[src/rtl/round_scheduler.sv]
// round_scheduler: Moore FSM that launches theta/rho/pi/chi/addRC once per round
// and sequences NUM_ROUNDS rounds per start request.
module round_scheduler #(
  parameter int NUM_ROUNDS = 24
) (
  input  logic       clk,
  input  logic       rst,
  input  logic       start,
  input  logic       theta_done,
  input  logic       rho_done,
  input  logic       pi_done,
  input  logic       chi_done,
  input  logic       addrc_done,
  output logic       theta_en,
  output logic       rho_en,
  output logic       pi_en,
  output logic       chi_en,
  output logic       addrc_en,
  output logic [4:0] round_idx,
  output logic       busy,
  output logic       done
);
  typedef enum logic [3:0] {
    IDLE, TH_GO, TH_WAIT, RHO_GO, RHO_WAIT, PI_GO, PI_WAIT,
    CHI_GO, CHI_WAIT, RC_GO, RC_WAIT, RND_INC, FINISH
  } state_t;
  state_t state, state_nx;
  logic last;
  assign last = round_idx == 5'(NUM_ROUNDS - 1);
  // Clearing on the transition into IDLE keeps round_idx at 0 for every IDLE cycle.
  always_ff @(posedge clk or negedge rst) begin
    if (!rst) begin
      state     <= IDLE;
      round_idx <= '0;
    end else begin
      state     <= state_nx;
      round_idx <= state_nx == IDLE ? '0 : state == RND_INC ? round_idx + 5'd1 : round_idx;
    end
  end
  always_comb begin
    state_nx = state;
    case (state)
      IDLE:     state_nx = start ? TH_GO : IDLE;
      TH_GO:    state_nx = TH_WAIT;
      TH_WAIT:  state_nx = theta_done ? RHO_GO : TH_WAIT;
      RHO_GO:   state_nx = RHO_WAIT;
      RHO_WAIT: state_nx = rho_done ? PI_GO : RHO_WAIT;
      PI_GO:    state_nx = PI_WAIT;
      PI_WAIT:  state_nx = pi_done ? CHI_GO : PI_WAIT;
      CHI_GO:   state_nx = CHI_WAIT;
      CHI_WAIT: state_nx = chi_done ? RC_GO : CHI_WAIT;
      RC_GO:    state_nx = RC_WAIT;
      RC_WAIT:  state_nx = !addrc_done ? RC_WAIT : last ? FINISH : RND_INC;
      RND_INC:  state_nx = TH_GO;
      FINISH:   state_nx = IDLE;
      default:  state_nx = IDLE;
    endcase
  end
  assign theta_en = state == TH_GO;
  assign rho_en   = state == RHO_GO;
  assign pi_en    = state == PI_GO;
  assign chi_en   = state == CHI_GO;
  assign addrc_en = state == RC_GO;
  assign busy     = state != IDLE;
  assign done     = state == FINISH;
endmodule

[config.mk]
export PLATFORM = sky130hd
export DESIGN_NAME = round_scheduler
export DESIGN_NICKNAME = d
export VERILOG_FILES = /design/src/rtl/round_scheduler.sv
export SDC_FILE = /design/constraint.sdc
export NUM_CORES = 1
export LEC_CHECK = 0
export ABC_AREA = 1
export CORE_MARGIN = 2
export CORE_UTILIZATION = 45
export DETAILED_ROUTE_END_ITERATION = 8
export GPL_TIMING_DRIVEN = 0
export PLACE_DENSITY = 0.87
export SETUP_SLACK_MARGIN = 0.15
export SLEW_MARGIN = 5
export SYNTH_ARGS = -nofsm -noshare
export SYNTH_HDL_FRONTEND = slang
export SYNTH_SLANG_ARGS = --single-unit
export TNS_END_PERCENT = 20
[constraint.sdc]
create_clock -name clk -period 1.6 [get_ports clk]
set_input_delay 0.32 -clock clk [delete_from_list [all_inputs] [get_ports clk]]
set_output_delay 0.32 -clock clk [all_outputs]
set_load 0.03 [all_outputs]
==> results.toml <==
[yosys]
ys_seq_area_frac = 0.335
ys_ff_latch = 9
syn_nets = 105
syn_avg_cell_area_sq_um = 7.00
ys_types = 19
synthCells = 96
syn_area_sq_um = 672
synth_warnings = 0

[cts]
clock-sinks = 9
cts_made_buffers = 3
clk_latency_ns = 0.25
clock_tree.root_cell = "clkbuf_4"
postCtsHoldBufs = 0
cts.htree.levels = 1
ctsLongestPathBuffers = 2
cts_tree = "done"
clk_pin_slew_worst_paths_ns = 0.05

[global_routing]
grt.total_usage = 0.180
antenna_found_initial = 0
grt_pass1_wl_mm = 2.44
grt_max_degree = 10
grt_pass1_vias = 594
grt_overflow = 0

[setup_path]
worstPathArrival_ns = 1.27
critPathLaunchType = "register"
reg2reg_slack_ns = 0.10
rr_worst_depth = 9
timing_worst_setup_path_type = "register to output port"
cp-end-kind = "output port"
rr_endpoint = "round_idx[2]$_DFFE_PN0P_"
cp_max_fo = 7
required_ns = 1.28
reg2reg_from = "state[3]$_DFF_PN0_"

[job]
drv_cap = 0

[layout]
syn2layout_area_growth_pct = 46.9
drive_above_1_share = 0.360
final_cell_mix = "nand2_1, inv_1, buf_4, clkdlybuf4s50_1"
layout.nets = 135
layout_commonest_cell = "nand2_1"
utilization = 0.731
final_cells = 140
antennaDiodeCount = 0
fillers = 98

[power]
p_int_mw = 0.789
power.leakage_nw = 0.523
switching_share = 0.512
peakVddDrop_uv = 1090
comb_power_share = 0.657
powerDensity_mw_per_mm2 = 1640
pwr-share-seq = 0.242
clockPowerShare = 0.100
power_switching_mw = 0.829
power_mw = 1.62

[timing]
fin_skew_ns = 0.000630
hold_viol = 0
slew_headroom = 0.749
max_freq_mhz = 629
min_period_ns = 1.59
maxSlewViolCount = 0
setup_violations = 0
rsz0062_at_grt = "true"
timing.hold.ws_ns = 0.353
finalWorstSetupSlack_ns = 0.00982
finalCritPeriodShare = 0.994
worst_slew_pin_slew_ns = 0.376

[drt]
drc = 0
wl_per_cell_um = 12.1
via_count = 682
antenna_left = 0
drt_first_pass_iters = 4
vias_per_cell = 4.87
wl_mm = 1.70
drt-initial-drc-count = 8

[floorplan]
ios = 20
die_w_um = 42.6
dieArea_sq_mm = 0.00182
initial_utilization = 0.498
row_count = 13
die_h_um = 42.6
coreArea_sq_mm = 0.00135

[placement]
io_buffers = 19
gp_congestion = 0.783
hpwl_mm = 1.23
numPlacedInstances = 130
dp_slack_ns = -0.278

[run_status]
outcome = "complete, no violations"

[worst_hold_path]
worstHoldPathType = "primary input to asynchronous set/reset pin"
-- routing by layer --
layer  GRT usage  part of all wire
met1       0.251              0.44
met4      0.0750             0.011
met2       0.267              0.52
met3      0.0388             0.033
met5           0                 0
-- cell usage after synthesis, drive strengths merged --
| cell | count | area, sq um |
|---|---|---|
| ha | 1 | 12.5 |
| nand2 | 32 | 138 |
| a21oi | 5 | 25.0 |
| nor3 | 2 | 10.0 |
| nand4 | 2 | 12.5 |
| dfrtp | 9 | 225 |
| nand3 | 9 | 67.6 |
| xor2 | 3 | 26.3 |
| nor2 | 16 | 82.6 |
| buf | 1 | 11.3 |
| clkinv | 1 | 5.00 |
| inv | 15 | 56.3 |
-- stage by stage --
step / cell area [sq um] / TNS [ns]
detailed placement: 886 / -1.37
CTS: 922 / -0.0986
finish: 987 / 0
global route: 987 / -0.0569
global placement: 886 / -1.15
floorplan: 677 / 0
-- state kept, by name (all words and copies together) (netlist names) --
register and flops:
state 4, round_idx 5
-- cells by family (layout without fill, tap and decap cells) --
kind of cell	Yosys count	after routing	synth area share
and+or+nand+nor	61	61	0.462
AOI/OAI and AO/OA	5	5	0.0372
adders and majority gates	1	1	0.0186
xor gates and xnor gates	3	3	0.0391
DFF	9	9	0.335
buffers and inverters	17	46	0.108
-- layout make-up --
type                       instances  area [sq um]  area share
multi-input combinational         70           414       0.420
sequential                         9           229       0.232
timing repair buffer              25           224       0.227
inverter                          16          63.8      0.0646
clock buffer                       4          26.3      0.0266
tap                               15          18.8      0.0190
buffer                             1          11.3      0.0114
-- worst max-delay path, cell delays in order, from the launching register on --
cell	delay, ns
dfrtp_1	0.37
buf_6	0.14
inv_1	0.10
nand2_2	0.10
nor2_2	0.16
buf_6	0.14
-- power by group through the flow --
| stage | clock network (mW) | registers (mW) | logic [mW] |
|---|---|---|---|
| 6_report | 0.162 | 0.392 | 1.06 |
| 5_1_grt | 0.189 | 0.399 | 1.16 |
| 4_1_cts | 0.174 | 0.365 | 0.936 |
| 3_5_place_dp | 0 | 0.359 | 0.903 |
| 3_3_place_gp | 0 | 0.356 | 0.885 |
| 2_1_floorplan | 0 | 0.365 | 0.656 |
-- repair_timing --
item,in CTS,in global routing
gates resized for setup,52,16
setup endpoints to repair,12,16
pin swaps,3,5
buffers inserted,1,5
-- worst max path at each step --
stage | cells after the start | slack [ns] | start | endpoint
floorplan | 8 | 0.09 | round_idx[1]$_DFFE_PN0P_ | round_idx[0]$_DFFE_PN0P_
global placement | 5 | -0.24 | state[3]$_DFF_PN0_ | rho_en
detailed placement | 5 | -0.28 | state[3]$_DFF_PN0_ | rho_en
CTS | 3 | -0.09 | state[1]$_DFF_PN0_ | busy
global route | 5 | -0.06 | state[3]$_DFF_PN0_ | chi_en
finish | 5 | 0.01 | state[3]$_DFF_PN0_ | chi_en
Note: power is estimated with default switching activity, not from simulation.
